==> config.mk <==
export PLATFORM = sky130hd
export DESIGN_NAME = scan_chain_loader_flat
export DESIGN_NICKNAME = d
export VERILOG_FILES = /design/src/rtl/scan_chain_loader_pkg.sv /design/src/rtl/scan_chain_loader_if.sv /design/src/rtl/scan_chain_loader.sv /design/src/flat_wrapper.sv
export SDC_FILE = /design/constraint.sdc
export NUM_CORES = 1
export LEC_CHECK = 0
export CORE_UTILIZATION = 35
export CTS_BUF_LIST = sky130_fd_sc_hd__clkbuf_16
export CTS_CLUSTER_DIAMETER = 60
export DETAILED_ROUTE_END_ITERATION = 16
export DONT_BUFFER_PORTS = 1
export MAX_ROUTING_LAYER = met4
export PLACE_DENSITY = 0.5
export SLEW_MARGIN = 15
export SYNTH_ARGS = -nofsm -noshare
export SYNTH_HDL_FRONTEND = slang
export SYNTH_SLANG_ARGS = --single-unit
==> constraint.sdc <==
create_clock -name clk -period 2 [get_ports clk]
set_input_delay 0.4 -clock clk [delete_from_list [all_inputs] [get_ports clk]]
set_output_delay 0.4 -clock clk [all_outputs]
set_load 0.02 [all_outputs]
==> src/rtl/scan_chain_loader_pkg.sv <==
// rtl/scan_chain_loader_pkg.sv - shared widths, config layout and FSM states
// Field order of cfg_t matches the scan chain: t sits at the MSB (scan_out end).
package scan_chain_pkg;

    localparam int H_BITS  = 8;
    localparam int W_BITS  = 8;
    localparam int R_BITS  = 4;
    localparam int S_BITS  = 4;
    localparam int E_BITS  = 6;
    localparam int F_BITS  = 6;
    localparam int C_BITS  = 10;
    localparam int M_BITS  = 10;
    localparam int N_BITS  = 3;
    localparam int U_BITS  = 3;
    localparam int PM_BITS = 8;
    localparam int PN_BITS = 3;
    localparam int PE_BITS = 6;
    localparam int PP_BITS = 5;
    localparam int PQ_BITS = 3;
    localparam int PR_BITS = 2;
    localparam int PT_BITS = 3;

    localparam int CHAIN_LEN = H_BITS + W_BITS + R_BITS + S_BITS + E_BITS + F_BITS
                             + C_BITS + M_BITS + N_BITS + U_BITS + PM_BITS + PN_BITS
                             + PE_BITS + PP_BITS + PQ_BITS + PR_BITS + PT_BITS;

    // Upper-case layer dimensions keep their letter; lower-case mapping
    // parameters (m, n, e, p, q, r, t) carry a p prefix.
    typedef struct packed {
        logic [PT_BITS-1:0] pt;
        logic [PR_BITS-1:0] pr;
        logic [PQ_BITS-1:0] pq;
        logic [PP_BITS-1:0] pp;
        logic [PE_BITS-1:0] pe;
        logic [PN_BITS-1:0] pn;
        logic [PM_BITS-1:0] pm;
        logic [U_BITS-1:0]  u;
        logic [N_BITS-1:0]  n;
        logic [M_BITS-1:0]  m;
        logic [C_BITS-1:0]  c;
        logic [F_BITS-1:0]  f;
        logic [E_BITS-1:0]  e;
        logic [S_BITS-1:0]  s;
        logic [R_BITS-1:0]  r;
        logic [W_BITS-1:0]  w;
        logic [H_BITS-1:0]  h;
    } cfg_t;

    typedef enum logic [1:0] {
        IDLE,
        LOAD,
        VERIFY,
        FIN
    } state_t;

endpackage

==> src/rtl/scan_chain_loader_if.sv <==
// rtl/scan_chain_loader_if.sv - configuration request handshake bundle
interface scan_chain_loader_if
    import scan_chain_pkg::*;
#(
    parameter int N = CHAIN_LEN
);
    logic         req_valid;
    logic         req_ready;
    logic [N-1:0] req_cfg;
    logic         req_verify;

    modport master (output req_valid, output req_cfg, output req_verify, input req_ready);
    modport slave  (input req_valid, input req_cfg, input req_verify, output req_ready);
endinterface

==> src/rtl/scan_chain_loader.sv <==
// rtl/scan_chain_loader.sv - serialises a layer config onto the scan chain
// Captures the displaced chain contents and optionally reads the new load back.
module scan_chain_loader
    import scan_chain_pkg::*;
#(
    parameter int CHAIN_LEN = scan_chain_pkg::CHAIN_LEN,
    parameter int CNT_WIDTH = $clog2(CHAIN_LEN + 1)
) (
    input  logic                 clk,
    input  logic                 reset,
    scan_chain_loader_if.slave   req,
    output logic                 scan_en,
    output logic                 scan_in,
    input  logic                 scan_out,
    output logic                 done,
    output logic [CHAIN_LEN-1:0] rb_data,
    output logic                 verify_ok
);
    state_t                 state;
    logic                   ready_q;
    logic [CHAIN_LEN-1:0]   tx;
    logic [CHAIN_LEN-1:0]   rx;
    logic [CHAIN_LEN-1:0]   cfg_q;
    logic                   verify_q;
    logic [CNT_WIDTH-1:0]   cnt;
    logic [CHAIN_LEN-1:0]   rx_next;

    localparam logic [CNT_WIDTH-1:0] CNT_RELOAD = CNT_WIDTH'(CHAIN_LEN - 1);

    assign req.req_ready = ready_q;
    // scan_out is captured on the same edge the chain shifts, so the last
    // captured bit must be folded in when rb_data/verify_ok are registered.
    assign rx_next = {rx[CHAIN_LEN-2:0], scan_out};

    always_ff @(posedge clk) begin
        if (!reset) begin
            state     <= IDLE;
            ready_q   <= 1'b0;
            scan_en   <= 1'b0;
            scan_in   <= 1'b0;
            done      <= 1'b0;
            rb_data   <= '0;
            verify_ok <= 1'b0;
            tx        <= '0;
            rx        <= '0;
            cfg_q     <= '0;
            verify_q  <= 1'b0;
            cnt       <= '0;
        end else begin
            done <= 1'b0;
            case (state)
                IDLE: begin
                    ready_q <= 1'b1;
                    if (req.req_valid && ready_q) begin
                        state    <= LOAD;
                        ready_q  <= 1'b0;
                        cfg_q    <= req.req_cfg;
                        verify_q <= req.req_verify;
                        scan_en  <= 1'b1;
                        scan_in  <= req.req_cfg[CHAIN_LEN-1];
                        tx       <= req.req_cfg << 1;
                        cnt      <= CNT_RELOAD;
                    end
                end
                LOAD, VERIFY: begin
                    scan_in <= tx[CHAIN_LEN-1];
                    tx      <= tx << 1;
                    rx      <= rx_next;
                    cnt     <= cnt - 1'b1;
                    if (cnt == '0) begin
                        if (state == LOAD && verify_q) begin
                            state   <= VERIFY;
                            rb_data <= rx_next;
                            scan_in <= cfg_q[CHAIN_LEN-1];
                            tx      <= cfg_q << 1;
                            cnt     <= CNT_RELOAD;
                        end else begin
                            state   <= FIN;
                            scan_en <= 1'b0;
                            scan_in <= 1'b0;
                            done    <= 1'b1;
                            if (state == LOAD) begin
                                rb_data   <= rx_next;
                                verify_ok <= 1'b0;
                            end else begin
                                verify_ok <= (rx_next == cfg_q);
                            end
                        end
                    end
                end
                FIN: begin
                    state   <= IDLE;
                    ready_q <= 1'b1;
                end
                default: begin
                    state <= IDLE;
                end
            endcase
        end
    end
endmodule

==> src/flat_wrapper.sv <==
// flat-port wrapper written by rule: the top's interface ports become plain ports
module scan_chain_loader_flat import scan_chain_pkg::*;
#(
    parameter int CHAIN_LEN = scan_chain_pkg::CHAIN_LEN,
    parameter int CNT_WIDTH = $clog2(CHAIN_LEN + 1)
)
  (clk, reset, scan_en, scan_in, scan_out, done, rb_data, verify_ok, req_req_valid, req_req_cfg, req_req_verify, req_req_ready);
  scan_chain_loader_if #(.N((CHAIN_LEN))) req_i ();
  input  logic clk;
  input  logic reset;
  output logic scan_en;
  output logic scan_in;
  input  logic scan_out;
  output logic done;
  output logic [CHAIN_LEN-1:0] rb_data;
  output logic verify_ok;
  input wire logic [$bits(req_i.req_valid)-1:0] req_req_valid;
  input wire logic [$bits(req_i.req_cfg)-1:0] req_req_cfg;
  input wire logic [$bits(req_i.req_verify)-1:0] req_req_verify;
  output wire logic [$bits(req_i.req_ready)-1:0] req_req_ready;
  assign req_i.req_valid = req_req_valid;
  assign req_i.req_cfg = req_req_cfg;
  assign req_i.req_verify = req_req_verify;
  assign req_req_ready = req_i.req_ready;
  scan_chain_loader #(.CHAIN_LEN(CHAIN_LEN), .CNT_WIDTH(CNT_WIDTH)) u_core (.clk(clk), .reset(reset), .req(req_i), .scan_en(scan_en), .scan_in(scan_in), .scan_out(scan_out), .done(done), .rb_data(rb_data), .verify_ok(verify_ok));
endmodule
## Word-level counts from Yosys, hierarchy flattened

Index checks and enable logic that the tools add are counted.

| word-level totals | value |
|---|---|
| output and inout bits | 97 |
| bits of input ports | 97 |
| word-level logic and storage cells | 62 |
| register bits | 382 |

| cells by class | value |
|---|---|
| equality and inequality tests | 7 |
| reduce and logical (&&, ||, !) cells | 15 |
| multiplexer cells | 26 |
| bitwise logic cells | 1 |
| add/subtract/negate cells | 1 |

Operators by type and width:

| cell | count |
|---|---|
| 92-bit 2-to-1 mux | 5 |
| 92-bit case mux with 2 select lines | 1 |
| 92-bit == test | 1 |
| 7-bit 2-to-1 mux | 3 |
| 7-bit case mux with 2 select lines | 1 |
| 1-bit 2-to-1 mux | 10 |
| 3-bit AND reduction | 3 |
| 7-bit zero test | 1 |
| 7-bit by 1-bit subtractor with 7-bit output, second input constant | 1 |
| 1-bit case mux with 2 select lines | 3 |
| 2-bit case mux with 3 select lines | 1 |
| 2-bit AND reduction | 3 |
| 2-bit nonzero test | 3 |
| 2-bit == test, second input constant | 2 |
| 2-bit 2-to-1 mux | 2 |
| 2-bit by 1-bit inequality test with 1-bit output, second input constant | 2 |
| 4-bit AND reduction | 1 |
| 2-bit by 1-bit == test with 1-bit output, second input constant | 1 |
| 1-bit logical AND | 2 |
| 2-bit zero test | 1 |
| 2-bit inequality test, second input constant | 1 |
| 2-bit OR reduction | 1 |
| 1-bit NOT | 1 |

## Logic depth before layout (Yosys ltp)

| logic depth | value |
|---|---|
| depth after elaboration | 5 |
| mapped depth | 10 |
| mapped depth without buffers | 7 |

## Least setup slack after synthesis

OpenSTA, ideal clock, no wires.

| timing | value |
|---|---|
| kind | reg-to-reg |
| start | register u_core.state[0] |
| end | register u_core.tx[2] |
| path buffers | 3 |
| setup slack | 29 ps |
| required time | 1,883 ps |
| data arrival time | 1,854 ps |
| cell stages (with the launch flop) | 10 |
| period minus slack after synthesis | 1,971 ps |
| setup time | 117 ps |
| path through | dfxtp_1 -> inv_1 -> ha_1 -> buf_2 -> inv_1 -> o21a_1 -> and2_1 -> buf_2 -> clkbuf_1 -> a22o_1 |

| on the way | value |
|---|---|
| word-level cells in the longest chain between the ends | 5 |
| elaborated cells between the ends (all ways) | 11 |
| classes of those cells | 3 x eq/ne; 3 x mux; 5 x reduce/logical |

RTL lines:

| item | RTL line | RTL |
|---|---|---|
| from (decl) | scan_chain_loader.sv:19 | `state_t state;` |
| from (signal assigned) | scan_chain_loader.sv:37 | `state <= IDLE;` |
| from (signal assigned) | scan_chain_loader.sv:55 | `state <= LOAD;` |
| from (signal assigned) | scan_chain_loader.sv:72 | `state <= VERIFY;` |
| 2-bit by 1-bit == test with 1-bit output | scan_chain_loader.sv:51, scan_chain_loader.sv:71 |  |
| 1-bit logical AND | scan_chain_loader.sv:71 | `if (state == LOAD && verify_q) begin` |
| 92-bit 2-to-1 mux | scan_chain_loader.sv:71 |  |
| 92-bit 2-to-1 mux | scan_chain_loader.sv:70 | `if (cnt == '0) begin` |
| 92-bit case mux with 2 select lines | scan_chain_loader.sv:51 | `case (state)` |
| to (signal assigned) | scan_chain_loader.sv:61 | `tx <= req.req_cfg << 1;` |
| to (signal assigned) | scan_chain_loader.sv:67 | `tx <= tx << 1;` |
| to (signal assigned) | scan_chain_loader.sv:75 | `tx <= cfg_q << 1;` |
| to (decl) | scan_chain_loader.sv:21 | `logic [CHAIN_LEN-1:0] tx;` |

Several ways; a longest one is shown, not always the timed one.
A chain may end at the register's enable or synchronous reset.

## Worst setup path after layout

| timing | value |
|---|---|
| start | register u_core.cnt[1] |
| end | register u_core.tx[81] |

| on the way | value |
|---|---|
| word-level cells in the longest chain between the ends | 3 |

RTL lines:

| item | RTL line | RTL |
|---|---|---|
| from (decl) | scan_chain_loader.sv:25 | `logic [CNT_WIDTH-1:0] cnt;` |
| from (signal assigned) | scan_chain_loader.sv:69 | `cnt <= cnt - 1'b1;` |
| 7-bit zero test | scan_chain_loader.sv:70 |  |
| 92-bit 2-to-1 mux | scan_chain_loader.sv:70 |  |
| 92-bit case mux with 2 select lines | scan_chain_loader.sv:51 |  |

No other way between the ends.

==> results by group <==
Power and ir drop
  – Leakage: 8.36 nW
  – Sequential power share: 37.4%
  – Pwr Total: 26.1 mW
  – PD cells: 1270 nW/um^2
  – Clock power share: 31.3%
  – Sw Pwr: 8.93 mW
  – Max VDD drop: 0.000769 V
  – Sw Share: 34.2%
  – Internal Power: 17.2 mW
  – Comb power frac: 31.2%

Detailed routing
  – Avg WL per Cell: 21.5 microns
  – Vias: 13600
  – Via density: 5.18
  – Final WL: 56600 microns
  – First-pass DRT Iterations: 14
  – DRT iter0 DRCs: 889
  – Number of remaining DRC errors: 16
  – Antenna-violating nets left: 0

Worst setup path
  – Worst flop-to-flop path endpoint: u_core.tx[81]
  – Most used cell, CP: clkbuf_16
  – Max FO, Critical Path: 7
  – Top Family by Delay on Critical Path: simple AND/OR/NAND/NOR gates
  – CP Launch Point: u_core.cnt[1]
  – Stages on worst setup path: 9
  – Reg2Reg Launch Point: u_core.cnt[1]
  – Worst Path Required: 2.47 ns
  – WS Path Type: flop to flop
  – R2R cell count: 9
  – CP bufs+invs: 3
  – Startpoint class of the critical path: flop
  – Crit end category: flop
  – Arrival time worst endpoint: 2.46 ns
  – CP peak stage delay: 0.33 ns
  – Crit path cell chain: inv_2 > ha_4 > nor4b_4 > nand3_4 > clkbuf_16 > clkbuf_16 > mux2i_1 > a21oi_1 > a22o_1
  – Slowest-stage cell, CP: dfxtp_2
  – R2R setup slack: 0.008 ns
  – Setup crit end: u_core.tx[81]

Logic synthesis
  – Syn Inst Count: 1872
  – Synthesized Nets: 1973
  – Yosys warning count: 0
  – Avg Inst Size Synth: 8.89 sq um
  – Synthesized cell area: 16700 sq um
  – Sequential area share after synthesis: 45.8%
  – Async set-reset flop share out of synthesis: 0%
  – #FFs+latches synth: 381
  – Distinct cells, synth: 43
  – Ys flop type: dfxtp_1
  – Post-synth EDFFs: 0

Floorplan
  – Num rows: 79
  – Starting Density: 35.6%
  – Die X: 220 microns
  – Total die area: 48500 sq um
  – Die H: 220 microns
  – Core Region: 46800 sq um
  – Io pins: 194

GRT
  – Initial antenna violation count: 0
  – GRT Total Usage: 23.4%
  – Vias in the first global route: 13200
  – First-pass GRT wire length: 83200 microns
  – Total grt overflow: 0
  – Largest net degree at the start of global routing: 294

STA
  – Hold Worst Slack: -0.00350 ns
  – Final Hold Fails: 1
  – Final setup violating endpoints: 0
  – Max Slew Vio Count: 0
  – Worst-case clock skew: 0.0165 ns
  – Worst slew pin tran: 0.780 ns
  – Minimum clock period: 1.99 ns
  – RSZ-0062 raised after global routing: yes
  – Final period util: 99.6%
  – Max_slew headroom: 47.8%
  – Fmax: 0.502 GHz
  – Final setup margin: 0.00811 ns
  – Setup TNS: 0 ns

Place
  – Gp weighted congestion: 0.876
  – Port Buf Inserts: 0
  – Place WS: 0.0387 ns
  – Half-perimeter wire length after placement: 37000 microns

Clock tree
  – Clk slew on worst S/H paths: 0.06 ns
  – H-tree depth: 2
  – Clock Path Buffers: 3
  – CTS tree: built
  – CTS sink cnt: 381
  – Clk_lat worst skew: 0.58 ns
  – CTS Buf Count: 44
  – Root buf cell: clkbuf_16

Finish
  – Fin nets: 2085
  – Most common cell after layout, fill and taps aside: nand2_1
  – Commonest non-fill, non-tap cells in the layout: nand2_1 (383), dfxtp_1 (379), a21boi_0 (185)
  – Fillers: 4562
  – Area taken by multi-input logic gates: 8430 sq um
  – Syn-to-layout area delta: 23.4%
  – Reg area: 7630 sq um
  – Layout cells sized above 1: 9.37%

Run
  – Total of max-cap violations: 0

Worst hold path
  – Hold depth: 1
  – Worst min-delay path class: input pin to flop

Outcome
  – Failing checks: DRC, hold timing
  – Outcome: complete, but fails checks
==> state kept, by name, summed over array words and instances (netlist names) <==
| name | cells |
|---|---|
| u_core.done | 1 |
| u_core.tx | 91 |
| u_core.rb_data | 92 |
| u_core.cfg_q | 92 |
| u_core.scan_in | 1 |
| u_core.req.req_ready | 1 |
| u_core.verify_q | 1 |
| u_core.state | 2 |
| u_core.rx | 91 |
| u_core.scan_en | 1 |
| u_core.verify_ok | 1 |
| u_core.cnt | 7 |
==> metrics by stage <==
stage / utilization (%) / cell area [sq um] / cells / hold WS (ns)
after floorplan: - / 16700 / 1872 / 0.442
after global placement: 38.1 / 17800 / 2431 / 0.457
after detailed placement: 38.1 / 17800 / 2431 / 0.459
after CTS: 43.2 / 20200 / 2607 / -0.0536
after global routing: 43.9 / 20500 / 2625 / 0.00598
final: 43.9 / 20500 / 2627 / -0.00350
==> worst register-to-register path: cells and delay by family (launching register included) <==
family          cells  cell delay [ns]
mux                 1             0.14
buf+inv             3             0.50
compound gates      2             0.27
flops               1             0.33
fa+ha+maj           1             0.13
simple gates        2             0.51
==> kinds of logic (layout without fill, tap and decap cells) <==
group | count (synthesis) | after routing | share of synthesized area [%]
muxes | 181 | 181 | 10.9
buffers and inverters | 166 | 312 | 4.18
and+or+nand+nor | 665 | 665 | 17.8
other | 0 | 2 | 0
AOI/OAI and AO/OA | 420 | 420 | 18.1
adders and majority gates | 4 | 4 | 0.301
xor gates and xnor gates | 55 | 55 | 2.89
DFF | 381 | 381 | 45.8
==> repair_timing <==
item,CTS,global route
hold endpoints to repair,228,10
gates resized for setup,0,24
setup endpoints to repair,0,64
buffers inserted,0,10
hold buffers,96,1
==> synth_stat cells (2+ instances only) <==
library cell  instances  area [sq um]
xor2_1               54           473
o22ai_1               4          25.0
a2111oi_0             7          61.3
buf_2                28           140
buf_6                 5          56.3
dfxtp_1             381          7630
a31oi_1               3          18.8
nor4_1               17           106
o2111ai_1             3          26.3
nor2b_1             118           738
and3_1                2          12.5
o2111a_1              3          33.8
nand2b_1             17           106
o221ai_1              2          17.5
nor3_1                3          15.0
a221oi_1              2          17.5
nor3b_1               2          15.0
and2_1                5          31.3
nand3_1              10          50.1
buf_1                11          41.3
ha_1                  4          50.1
a21boi_0            186          1400
o21ai_0              13          65.1
a21oi_1              98           490
mux2i_1             181          1810
and4_1                2          17.5
inv_1                28           105
nand2_1             384          1440
a22o_1               90           788
nor2_1               98           368
nand4_1               6          37.5
clkbuf_1             94           353
==> routing by layer <==
layer	wire length, microns	track usage, %	part of all wire, %	vias up
met5	0	-	0	-
met3	3110	4.07	5.5	71
met1	26800	31.7	47	6603
met2	25500	35.6	45	308
met4	1240	6.46	2.2	0
li1	-	-	-	6620
==> power by group through the flow <==
stage	registers (mW)	logic (mW)	clock network, mW
CTS	9.72	7.93	8.36
global placement	9.86	7.62	0
finish	9.77	8.15	8.17
detailed placement	9.87	7.72	0
global route	9.89	8.88	8.63
floorplan	9.58	5.52	0
==> cell type report <==
type | instances | share of cell area (%)
flip-flops and latches | 381 | 37.1
diodes | 2 | 0.0244
well taps | 607 | 3.70
clock buffers | 45 | 5.48
multi-input cells | 1325 | 41.0
inverters | 28 | 0.512
repair buffers | 204 | 10.6
clock inverters | 35 | 1.53
==> worst min-delay path by stage <==
stage / to / start
3_5_place_dp: u_core.tx[90] / u_core.tx[90]
2_1_floorplan: u_core.tx[90] / u_core.tx[90]
3_3_place_gp: u_core.tx[90] / u_core.tx[90]
6_report: u_core.rb_data[88] / reset
5_1_grt: u_core.rb_data[88] / reset
4_1_cts: u_core.rx[86] / reset
(Power assumes the default switching activity.)
